$ cat src/rtl/ofdm_pkg.sv
// Shared definitions for the OFDM cyclic-prefix insert/remove datapath:
// default geometry, CP-remover state codes and sample I/Q field positions.
package ofdm_pkg;

  // Default symbol geometry, common to the CP adder and the CP remover
  localparam int DATA_W_DEF = 22;
  localparam int NFFT_DEF   = 64;
  localparam int CP_LEN_DEF = 16;

  // Packed sample layout: I in the upper half, Q in the lower half
  localparam int I_MSB = 21;
  localparam int I_LSB = 11;
  localparam int Q_MSB = 10;
  localparam int Q_LSB = 0;

  // CP remover state codes
  typedef logic [1:0] cp_state_t;
  localparam cp_state_t ST_IDLE = 2'd0;
  localparam cp_state_t ST_SKIP = 2'd1;
  localparam cp_state_t ST_PASS = 2'd2;
  localparam cp_state_t ST_DROP = 2'd3;

  // Counter width able to hold both the prefix count and the useful-sample index
  function automatic int cnt_width(input int nfft, input int cp_len);
    int span;
    span = (nfft > cp_len + 1) ? nfft : cp_len + 1;
    return (span > 2) ? $clog2(span) : 1;
  endfunction

endpackage

$ cat src/rtl/st_skid_buffer.sv
// Generic 2-entry Avalon-ST skid buffer. The head register drives the
// source side directly; the skid register catches a beat pushed while the
// head is stalled. in_ready is a register meaning "a slot will be free",
// so there is no combinational path from out_ready to in_ready.
module st_skid_buffer #(
  parameter int PAYLOAD_W = 24
) (
  input  logic                 clk,
  input  logic                 rst,
  input  logic                 in_valid,
  input  logic [PAYLOAD_W-1:0] in_payload,
  output logic                 in_ready,
  output logic                 out_valid,
  output logic [PAYLOAD_W-1:0] out_payload,
  input  logic                 out_ready
);

  logic                 head_valid_r;
  logic [PAYLOAD_W-1:0] head_r;
  logic                 skid_valid_r;
  logic [PAYLOAD_W-1:0] skid_r;
  logic                 in_ready_r;

  logic                 head_valid_n_s;
  logic [PAYLOAD_W-1:0] head_n_s;
  logic                 skid_valid_n_s;
  logic [PAYLOAD_W-1:0] skid_n_s;
  logic                 push_s;
  logic                 pop_s;

  assign push_s = in_valid && in_ready_r;
  assign pop_s  = head_valid_r && out_ready;

  // Next-state of the two slots: the head refills from skid first, then from the input
  always_comb begin
    head_valid_n_s = head_valid_r;
    head_n_s       = head_r;
    skid_valid_n_s = skid_valid_r;
    skid_n_s       = skid_r;
    if (pop_s || !head_valid_r) begin
      if (skid_valid_r) begin
        head_valid_n_s = 1'b1;
        head_n_s       = skid_r;
        if (push_s) begin
          skid_valid_n_s = 1'b1;
          skid_n_s       = in_payload;
        end else begin
          skid_valid_n_s = 1'b0;
        end
      end else begin
        head_valid_n_s = push_s;
        if (push_s) begin
          head_n_s = in_payload;
        end else begin
          head_n_s = head_r;
        end
      end
    end else begin
      if (push_s) begin
        skid_valid_n_s = 1'b1;
        skid_n_s       = in_payload;
      end else begin
        skid_valid_n_s = skid_valid_r;
      end
    end
  end

  // Slot registers and the registered free-slot flag
  always_ff @(posedge clk or posedge rst) begin
    if (rst) begin
      head_valid_r <= 1'b0;
      head_r       <= '0;
      skid_valid_r <= 1'b0;
      skid_r       <= '0;
      in_ready_r   <= 1'b0;
    end else begin
      head_valid_r <= head_valid_n_s;
      head_r       <= head_n_s;
      skid_valid_r <= skid_valid_n_s;
      skid_r       <= skid_n_s;
      in_ready_r   <= !(head_valid_n_s && skid_valid_n_s);
    end
  end

  assign in_ready    = in_ready_r;
  assign out_valid   = head_valid_r;
  assign out_payload = head_r;

endmodule

$ cat src/rtl/ofdm_cp_remover.sv
// OFDM cyclic-prefix remover. Strips the first CP_LEN samples of every
// sop-delimited symbol, forwards the NFFT useful samples with regenerated
// sop/eop through a 2-entry skid buffer, and flags/counts malformed packets.
module ofdm_cp_remover
  import ofdm_pkg::*;
#(
  parameter int DATA_W = DATA_W_DEF,
  parameter int NFFT   = NFFT_DEF,
  parameter int CP_LEN = CP_LEN_DEF
) (
  input  logic              clk_clk,
  input  logic              reset_reset,
  input  logic [DATA_W-1:0] asi_in0_data,
  input  logic              asi_in0_valid,
  input  logic              asi_in0_startofpacket,
  input  logic              asi_in0_endofpacket,
  output logic              asi_in0_ready,
  output logic [DATA_W-1:0] aso_out0_data,
  output logic              aso_out0_valid,
  output logic              aso_out0_startofpacket,
  output logic              aso_out0_endofpacket,
  input  logic              aso_out0_ready,
  output logic              err_pulse,
  output logic [15:0]       err_count
);

  localparam int               CNT_W     = cnt_width(NFFT, CP_LEN);
  localparam logic [CNT_W-1:0] CP_LAST   = CNT_W'(CP_LEN - 1);
  localparam logic [CNT_W-1:0] NFFT_LAST = CNT_W'(NFFT - 1);
  localparam logic [CNT_W-1:0] CNT_ZERO  = CNT_W'(0);
  localparam logic [CNT_W-1:0] CNT_ONE   = CNT_W'(1);
  localparam bit               CP_ONE    = (CP_LEN == 1);

  cp_state_t        state_r;
  cp_state_t        state_n_s;
  logic [CNT_W-1:0] cnt_r;
  logic [CNT_W-1:0] cnt_n_s;
  logic             accept_s;
  logic             fwd_s;
  logic             fwd_sop_s;
  logic             fwd_eop_s;
  logic             err_s;
  logic             in_ready_s;
  logic             err_pulse_r;
  logic [15:0]      err_count_r;
  logic [DATA_W+1:0] fwd_payload_s;
  logic [DATA_W+1:0] out_payload_s;

  assign accept_s = asi_in0_valid && in_ready_s;

  // Symbol framing FSM: decides per accepted beat whether to drop or forward it
  always_comb begin
    state_n_s = state_r;
    cnt_n_s   = cnt_r;
    fwd_s     = 1'b0;
    fwd_sop_s = 1'b0;
    fwd_eop_s = 1'b0;
    err_s     = 1'b0;
    if (accept_s) begin
      case (state_r)
        ST_IDLE: begin
          if (asi_in0_startofpacket && asi_in0_endofpacket) begin
            // single-beat runt: nothing to strip, nothing to forward
            err_s = 1'b1;
          end else if (asi_in0_startofpacket) begin
            if (CP_ONE) begin
              state_n_s = ST_PASS;
              cnt_n_s   = CNT_ZERO;
            end else begin
              state_n_s = ST_SKIP;
              cnt_n_s   = CNT_ONE;
            end
          end else begin
            state_n_s = ST_IDLE;
          end
        end
        ST_SKIP: begin
          if (asi_in0_endofpacket) begin
            err_s     = 1'b1;
            state_n_s = ST_IDLE;
            cnt_n_s   = CNT_ZERO;
          end else if (asi_in0_startofpacket) begin
            // a fresh symbol start re-anchors the prefix count
            err_s   = 1'b1;
            cnt_n_s = CNT_ONE;
          end else if (cnt_r == CP_LAST) begin
            state_n_s = ST_PASS;
            cnt_n_s   = CNT_ZERO;
          end else begin
            cnt_n_s = cnt_r + CNT_ONE;
          end
        end
        ST_PASS: begin
          fwd_s     = 1'b1;
          fwd_sop_s = (cnt_r == CNT_ZERO);
          if (asi_in0_endofpacket) begin
            fwd_eop_s = 1'b1;
            err_s     = (cnt_r != NFFT_LAST) || asi_in0_startofpacket;
            state_n_s = ST_IDLE;
            cnt_n_s   = CNT_ZERO;
          end else if (cnt_r == NFFT_LAST) begin
            // symbol is complete but input has not ended: close it and drain
            fwd_eop_s = 1'b1;
            err_s     = 1'b1;
            state_n_s = ST_DROP;
            cnt_n_s   = CNT_ZERO;
          end else begin
            err_s   = asi_in0_startofpacket;
            cnt_n_s = cnt_r + CNT_ONE;
          end
        end
        ST_DROP: begin
          if (asi_in0_endofpacket) begin
            state_n_s = ST_IDLE;
          end else begin
            state_n_s = ST_DROP;
          end
        end
        default: begin
          state_n_s = ST_IDLE;
          cnt_n_s   = CNT_ZERO;
        end
      endcase
    end else begin
      state_n_s = state_r;
    end
  end

  // FSM state and beat counter
  always_ff @(posedge clk_clk or posedge reset_reset) begin
    if (reset_reset) begin
      state_r <= ST_IDLE;
      cnt_r   <= CNT_ZERO;
    end else begin
      state_r <= state_n_s;
      cnt_r   <= cnt_n_s;
    end
  end

  // Error pulse and saturating error counter; one event per accepted beat at most
  always_ff @(posedge clk_clk or posedge reset_reset) begin
    if (reset_reset) begin
      err_pulse_r <= 1'b0;
      err_count_r <= 16'h0000;
    end else begin
      err_pulse_r <= err_s;
      if (err_s && (err_count_r != 16'hFFFF)) begin
        err_count_r <= err_count_r + 16'h0001;
      end else begin
        err_count_r <= err_count_r;
      end
    end
  end

  assign fwd_payload_s = {asi_in0_data, fwd_sop_s, fwd_eop_s};

  st_skid_buffer #(
    .PAYLOAD_W (DATA_W + 2)
  ) u_out_buf (
    .clk         (clk_clk),
    .rst         (reset_reset),
    .in_valid    (fwd_s),
    .in_payload  (fwd_payload_s),
    .in_ready    (in_ready_s),
    .out_valid   (aso_out0_valid),
    .out_payload (out_payload_s),
    .out_ready   (aso_out0_ready)
  );

  assign asi_in0_ready          = in_ready_s;
  assign aso_out0_data          = out_payload_s[DATA_W+1:2];
  assign aso_out0_startofpacket = out_payload_s[1];
  assign aso_out0_endofpacket   = out_payload_s[0];
  assign err_pulse              = err_pulse_r;
  assign err_count              = err_count_r;

endmodule

$ cat config.mk
export PLATFORM = sky130hd
export DESIGN_NAME = ofdm_cp_remover
export DESIGN_NICKNAME = d
export VERILOG_FILES = /design/src/rtl/ofdm_pkg.sv /design/src/rtl/st_skid_buffer.sv /design/src/rtl/ofdm_cp_remover.sv
export SDC_FILE = /design/constraint.sdc
export NUM_CORES = 1
export LEC_CHECK = 0
export BUFFER_PORTS_ARGS = -buffer_cell sky130_fd_sc_hd__buf_4
export CORE_ASPECT_RATIO = 0.75
export CORE_MARGIN = 1.5
export CORE_UTILIZATION = 60
export CTS_CLUSTER_DIAMETER = 40
export DETAILED_ROUTE_END_ITERATION = 10
export PLACE_DENSITY = 0.85
export SETUP_SLACK_MARGIN = 0.2
export SLEW_MARGIN = 20
export SYNTH_ARGS = -nofsm -noshare
export SYNTH_HDL_FRONTEND = slang
export SYNTH_HIERARCHICAL = 1
export SYNTH_SLANG_ARGS = --single-unit
$ cat constraint.sdc
create_clock -name clk_clk -period 4.3 [get_ports clk_clk]
set_input_delay 0.86 -clock clk_clk [delete_from_list [all_inputs] [get_ports clk_clk]]
set_output_delay 0.86 -clock clk_clk [all_outputs]
set_load 0.1 [all_outputs]
Word level (Yosys, flattened, before mapping)
Index checks and enable logic that the tools add are counted. Widths: inputs -> output; s select.

Memory bits (read-only): 0. Bits of input ports: 28. Memory bits (writable): 0. Bits in registers: 76. Memories kept: 0. Latch bits: 0. Logic and storage cells: 84.

Equal/unequal tests: 13. Magnitude comparators: 0. Reductions and logical operators: 17. Shift-type cells: 0. Div/mod/pow operators: 0. Add/subtract/negate cells: 2. Multiplexer cells: 43. $mul: 0. Bitwise logic cells: 0.

Operators by type and width (number): $mux 24 (5); $mux 6 (7); $mux 1 (21); $pmux 6 s3 (1); $add 16x1->16 const B (1); $ne 16x16->1 const B (1); $mux 2 (7); $ne 3x3->1 const B (3); $pmux 2 s4 (1); $add 6x1->6 const B (1); $eq 6x4->1 const B (1); $eq 6x6->1 const B (1); $logic_and 1x1->1 (6); $logic_not 6->1 (1); $ne 6x6->1 const B (1); $reduce_and 5->1 (1); $eq 2x2->1 const B (2); $ne 2x2->1 const B (2); $reduce_and 4->1 (1); $pmux 1 s3 (1); $reduce_bool 3->1 (1); $eq 2x1->1 const B (1); $logic_not 1->1 (2); $logic_not 2->1 (1); other kinds (4) (5).

Depth between registers and ports, before layout
Gate-level depths: netlist of the first run.

Depth in word-level cells: 9. Depth in mapped cells: 8. Mapped depth without buffers: 7.

Cells and area by module
The synthesis of the first run kept the hierarchy.

By module, submodules not included: st_skid_buffer (times used 1, cells each 139, area each 2244.7 um^2); ofdm_cp_remover (times used 1, cells each 166, area each 1600.3 um^2).

Least setup slack after synthesis of the first run
No wires, ideal clock.

Kind: register -> register. From: reg err_count_r[2], in the netlist err_count[2]. To: reg err_count_r[1], in the netlist err_count[1]. Data required time: 4.172 ns. Slack: 1.919 ns. Data arrival time: 2.252 ns. Cell stages (with the launch flop): 6. Cells stage by stage: dfrtp_1 > and4_1 > nand4_1 > nor2_1 > nor2_1 > mux2_1.

Word-level cells in the longest chain between the ends: 2.

RTL lines: start, declared (RTL line ofdm_cp_remover.sv:45) `logic [15:0] err_count_r;`; start signal, assigned (RTL line ofdm_cp_remover.sv:148) `err_count_r <= err_count_r + 16'h0001;`; start signal, assigned (RTL line ofdm_cp_remover.sv:150) `err_count_r <= err_count_r;`; $ne 16x16->1 (RTL line ofdm_cp_remover.sv:147) `if (err_s && (err_count_r != 16'hFFFF)) begin`; $logic_and 1x1->1 (RTL line ofdm_cp_remover.sv:147).

No other way between the ends. A chain may end at the register's enable or synchronous reset.

Worst setup path after layout of the first run
From: reg cnt_r[0]. To: reg err_count_r[1], in the netlist err_count[1].

Word-level cells in the longest chain between the ends: 6. Elaborated cells on any way between the ends: 8. Classes of those cells: 2 x eq/ne; 4 x mux; 2 x reduce/logical.

RTL lines: start, declared (RTL line ofdm_cp_remover.sv:36) `logic [CNT_W-1:0] cnt_r;`; start signal, assigned (RTL line ofdm_cp_remover.sv:136) `cnt_r <= cnt_n_s;`; $eq 6x6->1 / $ne 6x6->1 (equally long branches) (RTL line ofdm_cp_remover.sv:101, ofdm_cp_remover.sv:98); $mux 1 / $logic_or 1x1->1 (equally long branches) (RTL line ofdm_cp_remover.sv:101, ofdm_cp_remover.sv:98); $mux 1 (*) (RTL line ofdm_cp_remover.sv:96) `if (asi_in0_endofpacket) begin`; $pmux 1 s3 (*) (RTL line ofdm_cp_remover.sv:60) `case (state_r)`; $mux 1 (*) (RTL line ofdm_cp_remover.sv:59) `if (accept_s) begin`; $logic_and 1x1->1 (*) (RTL line ofdm_cp_remover.sv:147).

Every way passes the cells marked *; elsewhere a longest branch is shown, timed or not.

==> impl_metrics.json, run 1 <==
{
  "outcome": "completed",
  "synth_compound_area_share_pct": 6.57,
  "crit-reg2reg-launch": "cnt_r[0]$_DFFE_PP0P_",
  "critical_path_buf_inv_count": 0,
  "final_design_area_no_fill_sq_um": 4610,
  "rows": 25,
  "switching_share_pct": 50.1,
  "worstPathArrival_ns": 2.74,
  "grt_pass1_vias": 2660,
  "hpwl_um": 5160,
  "drt-total-wl_um": 7420,
  "max_stage_delay_ns": 0.67,
  "layout.nets": 413,
  "wl_per_cell_um": 16.1,
  "cp.depth": 6,
  "drc": 0,
  "grt_setup_unrepaired": "no",
  "cts_setup_buffers": 0,
  "p_sw_uw": 1680,
  "setup_viol": 0,
  "synthSimpleGateAreaFrac_pct": 11.4,
  "post_synth.cell_area_avg_sq_um": 12.6,
  "hp-class": "reg -> reg",
  "period_needed_ns": 2.51,
  "post-route-util_pct": 73.6,
  "worstSetupStartpointType": "register",
  "crit_start": "cnt_r[0]$_DFFE_PP0P_",
  "seq_area_frac_synth_pct": 49.5,
  "boundaryPins": 71,
  "ir_drop_mv": 0.542,
  "drtIter0Drc": 186,
  "coreArea_sq_um": 6260,
  "cp_slowest_cell": "o311ai_4",
  "cts_buffers": 9,
  "fp.dieW_um": 95.4,
  "crit_end": "err_count[1]$_DFFE_PP0P_",
  "fin_ws_ns": 1.79,
  "postPlaceCellArea_sq_um": 4370,
  "fp.dieH_um": 72.3,
  "track_usage_pct": 23.9,
  "post-place-ws_ns": 1.81,
  "clockBufferDepth": 2,
  "clock_latency_ns": 0.35,
  "fin_skew_ns": 0.00925,
  "synth_top_family_by_area": "multiplexers",
  "synth_cell_type_count": 53,
  "tns_ns": 0,
  "crit_path_end_kind": "register",
  "area_delta_synth_final_pct": 19.8,
  "reg2reg_to": "err_count[1]$_DFFE_PP0P_",
  "cell_internal_pwr_uw": 1680,
  "dieArea_sq_um": 6900,
  "cts_tree": "built",
  "final_cell_mix": "76 x dfrtp_1, 71 x buf_4, 53 x mux2_2, 21 x mux2_1, 18 x nand2_1",
  "n_antenna_cell": 0,
  "ant_nets": 0,
  "p_leak_uw": 0.00226,
  "pwr-share-comb_pct": 50.3,
  "r2r_cells": 6,
  "viasPerCell": 5.67,
  "slew_headroom_pct": 38.3,
  "maxCapViolations": 0,
  "ys.flop_type": "dfrtp_1",
  "wl_met2_um": 3590,
  "cts-resized-gates": 0,
  "syn_nets": 342,
  "crit_required_ns": 4.53,
  "postCtsHoldBufs": 0,
  "synthMuxAreaShare_pct": 22.8,
  "reg2reg_setup_slack_ns": 1.79,
  "ys_warn_count": 6,
  "period_share_pct": 58.3,
  "synth_xor_area_share_pct": 2.96,
  "start_util_pct": 61.5,
  "dr.pass1.iters": 4,
  "cp_top_family": "compound AO/OA/AOI/OAI gates",
  "netlist_area_sq_um": 3840,
  "grt_overflow": 0,
  "cts_max_level": 3,
  "final-max-slew-violation-count": 0,
  "hold_violations": 0,
  "finalWeightedCongestion": 0.832,
  "final_common_cell": "dfrtp_1",
  "clockRootBuffer": "clkbuf_8",
  "grt_pass1_wl_um": 12600,
  "p_per_area_nw_per_um2": 729,
  "synth_fa_ha_area_share_pct": 2.93,
  "port_buffers": 70,
  "grt_max_degree": 52,
  "drive_gt1_share_pct": 40.2,
  "m1WireLength_um": 3370,
  "synth_edf_count": 0,
  "yosys_register_bits": 76,
  "cp_cell_sequence": "ha_1 > and3_1 > and3_4 > o311ai_4 > nor2_1 > mux2_1",
  "syn_inst": 305,
  "power_frac_clock_pct": 18.4,
  "path_class": "reg -> reg",
  "path_max_fanout": 16,
  "antenna_found_initial": 0,
  "clock_sinks": 76,
  "vias": 2621,
  "met3_length_um": 416,
  "async_flop_share_pct": 100,
  "tightest_slew_ns": 0.919,
  "fmax_ghz": 0.399,
  "clkTransAtPathRegs_ns": 0.08,
  "top_layer_used": "met4",
  "power_frac_seq_pct": 31.3
}
==> cells in the mapped netlist (all sizes together) (2+ instances only) <==
master	n	share of area [%]
o21ai	6	0.78
nor3	5	0.65
o211ai	2	0.75
a21oi	6	0.88
nand3	9	1.2
and2	2	0.33
and3	4	0.78
nor3b	2	0.52
inv	11	1.1
nand2b	5	0.81
or2	2	0.33
buf	11	2.8
a21o	3	0.59
nor4	6	1.3
o22ai	2	0.33
and4	2	0.46
or3	3	0.49
nor2	8	0.98
dfrtp	76	49
mux2i	3	0.78
nand4	2	0.33
nand3b	2	0.39
nand2	18	1.8
mux2	75	22
a31oi	4	0.65
xor2	12	2.7
ha	9	2.9
==> cells by family (layout without fill, tap and decap cells) <==
group / after synthesis / count (layout)
AO/OA/AOI/OAI: 33 / 33
adder cells (fa/ha/maj): 9 / 9
XOR/XNOR: 13 / 13
flip-flops: 76 / 76
buffers and inverters: 22 / 98
AND/OR/NAND/NOR: 74 / 74
multiplexers: 78 / 78
==> power by group through the flow <==
| stage | Clock (uW) | Combinational, uW | Sequential [uW] |
|---|---|---|---|
| after floorplan | 0 | 409 | 1980 |
| after global placement | 0 | 1660 | 1060 |
| after detailed placement | 0 | 1690 | 1060 |
| after CTS | 631 | 1690 | 1050 |
| after global routing | 664 | 1760 | 1080 |
| final | 618 | 1690 | 1050 |
==> routing by layer <==
layer / track usage, % / vias up
met5: 0 / -
li1: - / 1246
met3: 7.34 / 6
met1: 32.3 / 1295
met4: 5.88 / 0
met2: 37.7 / 74
==> worst register-to-register path, cell delays in order (launching register included) <==
cell and delay (ns):
dfrtp_1 0.44, ha_1 0.27, and3_1 0.26, and3_4 0.22
o311ai_4 0.67, nor2_1 0.19, mux2_1 0.35
==> registers in the layout, indices dropped and copies added (netlist names) <==
register,cells
cnt_r,6
err_count,16
err_pulse,1
state_r,2
u_out_buf/in_ready,1
u_out_buf/out_payload,24
u_out_buf/out_valid,1
u_out_buf/skid_r,24
u_out_buf/skid_valid_r,1
==> final cells by class <==
cell class | instances | area [sq um]
clock buffer | 10 | 138
clock inverter | 6 | 95.1
fill | 453 | 1650
inverter | 11 | 42.5
multi-input combinational | 207 | 1790
sequential | 76 | 1900
tap | 81 | 101
timing repair buffer | 71 | 533
==> worst min-delay path by stage <==
stage | start | endpoint | cells past startpoint
6_report | u_out_buf/skid_r[11]$_DFFE_PP0P_ | u_out_buf/skid_r[11]$_DFFE_PP0P_ | 1
5_1_grt | u_out_buf/skid_r[23]$_DFFE_PP0P_ | u_out_buf/skid_r[23]$_DFFE_PP0P_ | 1
4_1_cts | u_out_buf/skid_r[8]$_DFFE_PP0P_ | u_out_buf/skid_r[8]$_DFFE_PP0P_ | 1
3_5_place_dp | u_out_buf/skid_r[8]$_DFFE_PP0P_ | u_out_buf/skid_r[8]$_DFFE_PP0P_ | 1
3_3_place_gp | u_out_buf/skid_r[10]$_DFFE_PP0P_ | u_out_buf/skid_r[10]$_DFFE_PP0P_ | 1
2_1_floorplan | u_out_buf/skid_r[10]$_DFFE_PP0P_ | u_out_buf/skid_r[10]$_DFFE_PP0P_ | 1
==> stage by stage <==
stage	hold WS [ns]	std cells	power, uW
after floorplan	0.459	305	2390
after global placement	0.467	446	2720
after detailed placement	0.479	446	2760
after CTS	0.498	462	3380
after global routing	0.510	462	3500
final	0.495	462	3360
Note: power is estimated with default switching activity, not from simulation.
==> run 2: changes to the inputs <==
--- a/config.mk
+++ b/config.mk
@@ -5,13 +5,14 @@
 export SDC_FILE = /design/constraint.sdc
 export NUM_CORES = 1
 export LEC_CHECK = 0
+export ABC_AREA = 1
 export BUFFER_PORTS_ARGS = -buffer_cell sky130_fd_sc_hd__buf_4
 export CORE_ASPECT_RATIO = 0.75
 export CORE_MARGIN = 1.5
-export CORE_UTILIZATION = 60
+export CORE_UTILIZATION = 51
 export CTS_CLUSTER_DIAMETER = 40
 export DETAILED_ROUTE_END_ITERATION = 10
-export PLACE_DENSITY = 0.85
+export PLACE_DENSITY = 0.76
 export SETUP_SLACK_MARGIN = 0.2
 export SLEW_MARGIN = 20
 export SYNTH_ARGS = -nofsm -noshare
==> constraint.sdc (replaced) <==
create_clock -name clk_clk -period 2.1 [get_ports clk_clk]
set_input_delay 0.42 -clock clk_clk [delete_from_list [all_inputs] [get_ports clk_clk]]
set_output_delay 0.42 -clock clk_clk [all_outputs]
set_load 0.1 [all_outputs]
==> impl_metrics.json, run 2 <==
{
  "wl_per_cell_um": 15.7,
  "path_max_fanout": 12,
  "synth_top_cell_by_area": "dfrtp_1",
  "drc": 0,
  "hpwl_um": 7140,
  "grt_overflow": 0,
  "ys_warn_count": 6,
  "post_synth.cell_area_avg_sq_um": 7.88,
  "maxCapViolations": 0,
  "yosysTopAreaCellShare_pct": 44.1,
  "clockBufferDepth": 2,
  "drtIter0Drc": 257,
  "cell_internal_pwr_uw": 3820,
  "grt_setup_unrepaired": "yes",
  "p_leak_uw": 0.00275,
  "clkTransAtPathRegs_ns": 0.06,
  "crit_required_ns": 2.32,
  "reg2reg_setup_slack_ns": 0.29,
  "netlist_area_sq_um": 4320,
  "power_frac_seq_pct": 28.4,
  "dr.pass1.iters": 4,
  "final_design_area_no_fill_sq_um": 5350,
  "p_sw_uw": 4040,
  "ys.flop_type": "dfrtp_1",
  "crit_path_end_kind": "register",
  "dieArea_sq_um": 9030,
  "grt_pass1_vias": 3768,
  "grt_pass1_wl_um": 17900,
  "grt_max_degree": 51,
  "final-max-slew-violation-count": 0,
  "cts_buffers": 9,
  "nFillCells": 679,
  "clock_latency_ns": 0.34,
  "r2r_cells": 9,
  "setup_viol": 0,
  "path_class": "reg -> reg",
  "syn_nets": 585,
  "ys_top_cells_by_count": "223 x nand2_1, 76 x dfrtp_1, 62 x nand3_1",
  "ir_drop_mv": 1.37,
  "period_share_pct": 86.3,
  "crit_start": "state_r[0]$_DFFE_PP0P_",
  "fin_skew_ns": 0.00669,
  "finalWeightedCongestion": 0.894,
  "hp-class": "in -> reg",
  "tns_ns": 0,
  "synth_edf_count": 0,
  "start_util_pct": 53.6,
  "drt-total-wl_um": 11500,
  "outcome": "completed",
  "final_common_cell": "nand2_1",
  "postPlaceCellArea_sq_um": 4890,
  "fp.dieH_um": 82.7,
  "dp.cells": 708,
  "clock_sinks": 76,
  "fmax_ghz": 0.551,
  "syn_inst": 548,
  "crit_end": "u_out_buf/out_payload[2]$_DFFE_PP0P_",
  "async_flop_share_pct": 100,
  "pwr-share-comb_pct": 50.0,
  "yosys.cell_count.top_type": "nand2_1",
  "yosys_register_bits": 76,
  "synth_cell_type_count": 33,
  "port_buffers": 70,
  "antenna_found_initial": 0,
  "coreArea_sq_um": 8060,
  "p_per_area_nw_per_um2": 1470,
  "slew_headroom_pct": 57.1,
  "worstSetupStartpointType": "register",
  "switching_share_pct": 51.4,
  "boundaryPins": 71,
  "period_needed_ns": 1.81,
  "rows": 28,
  "whs_ns": 0.320,
  "fp.dieW_um": 109,
  "min-delay-start": "asi_in0_data[18]",
  "clockRootBuffer": "clkbuf_16",
  "drive_gt1_share_pct": 27.3,
  "vias": 4028,
  "viasPerCell": 5.47,
  "n_antenna_cell": 0,
  "cts_max_level": 3,
  "track_usage_pct": 25.8,
  "worstPathArrival_ns": 2.03,
  "reg2reg_to": "u_out_buf/out_payload[2]$_DFFE_PP0P_",
  "tightest_slew_ns": 0.642,
  "crit-reg2reg-launch": "state_r[0]$_DFFE_PP0P_",
  "power_frac_clock_pct": 21.6,
  "hold_violations": 0,
  "synth_area_leaders": "dfrtp_1 44%, nand2_1 19%, nand3_1 7.2%",
  "final_cell_mix": "222 x nand2_1, 83 x buf_4, 61 x nand3_1, 61 x dfrtp_1, 32 x nand2_2",
  "seq_area_frac_synth_pct": 44.1,
  "final_cells": 736,
  "ant_nets": 0,
  "layout.nets": 663,
  "area_delta_synth_final_pct": 24.0,
  "cts_tree": "built"
}
==> run 2: cell count changes after synthesis, sizes merged, moves of 9 or more <==
cell,delta
nand2,+242
mux2,-75
nand3,+56
nor2,+21
nand4,+20
inv,+18
buf,+10
xor2,-9
==> run 2: stage by stage <==
step,worst slack (ns),utilization [%],power [uW]
after floorplan,0.201,-,5210
after global placement,0.335,60.7,5950
after detailed placement,0.267,60.7,6020
after CTS,0.248,64.8,7770
after global routing,0.162,66.4,8180
final,0.287,66.4,7860
==> run 2: worst min path at each step <==
stage / slack [ns] / cells after the start / to
final: 0.32 / 3 / u_out_buf/skid_r[20]$_DFFE_PP0P_
after global routing: 0.32 / 3 / u_out_buf/skid_r[23]$_DFFE_PP0P_
after CTS: 0.31 / 3 / u_out_buf/skid_r[20]$_DFFE_PP0P_
after detailed placement: 0.30 / 2 / u_out_buf/in_ready$_DFF_PP0_
after global placement: 0.30 / 2 / u_out_buf/in_ready$_DFF_PP0_
after floorplan: 0.44 / 2 / u_out_buf/skid_r[10]$_DFFE_PP0P_
==> run 2: layer usage <==
| metal | track usage (%) | vias up | share of wire (%) |
|---|---|---|---|
| met1 | 35.8 | 1918 | 44 |
| met4 | 8.57 | 0 | 1.7 |
| met3 | 5.26 | 23 | 7.6 |
| met5 | 0 | - | 0 |
| met2 | 40.8 | 166 | 47 |
| li1 | - | 1921 | - |
==> run 2: logic make-up (layout without fill, tap and decap cells) <==
logic type,after synthesis,after routing,share of synthesized area [%]
compound gates,25,25,3.16
xor+xnor,7,7,1.42
fa+ha+maj,9,9,2.61
buf+inv,52,132,7.68
flops,76,76,44.1
simple gates,379,382,41.1
==> run 2: power groups by stage <==
| stage | Sequential [uW] | Combinational, uW | Clock [uW] |
|---|---|---|---|
| 2_1_floorplan | 4230 | 982 | 0 |
| 3_3_place_gp | 2230 | 3730 | 0 |
| 3_5_place_dp | 2240 | 3790 | 0 |
| 4_1_cts | 2230 | 3820 | 1720 |
| 5_1_grt | 2270 | 4130 | 1780 |
| 6_report | 2230 | 3930 | 1700 |
==> run 2: cell type report <==
cell class	instances	area [sq um]	area share, %
Clock inverter	7	98.8	1.85
Sequential cell	76	1930	36.0
Timing Repair Buffer	87	688	12.9
Inverter	29	129	2.41
Tap cell	105	131	2.45
Multi-Input combinational cell	423	2150	40.2
Clock buffer	9	225	4.21
==> run 2: timing repair <==
item / 4_1_cts / 5_1_grt
gates resized for setup: 0 / 10
setup buffers: 0 / 8
hold buffers: 1 / 0
endpoints found under the hold margin: 1 / 0
endpoints found under the setup margin: 0 / 68
==> run 2: critical path: stages, from the launching register on <==
cell	delay, ns
dfrtp_1	0.41
inv_1	0.14
ha_2	0.24
inv_1	0.07
nor2_1	0.16
nand2_2	0.17
nand2_8	0.17
nand2_4	0.17
nand2_2	0.10
nand2_1	0.05
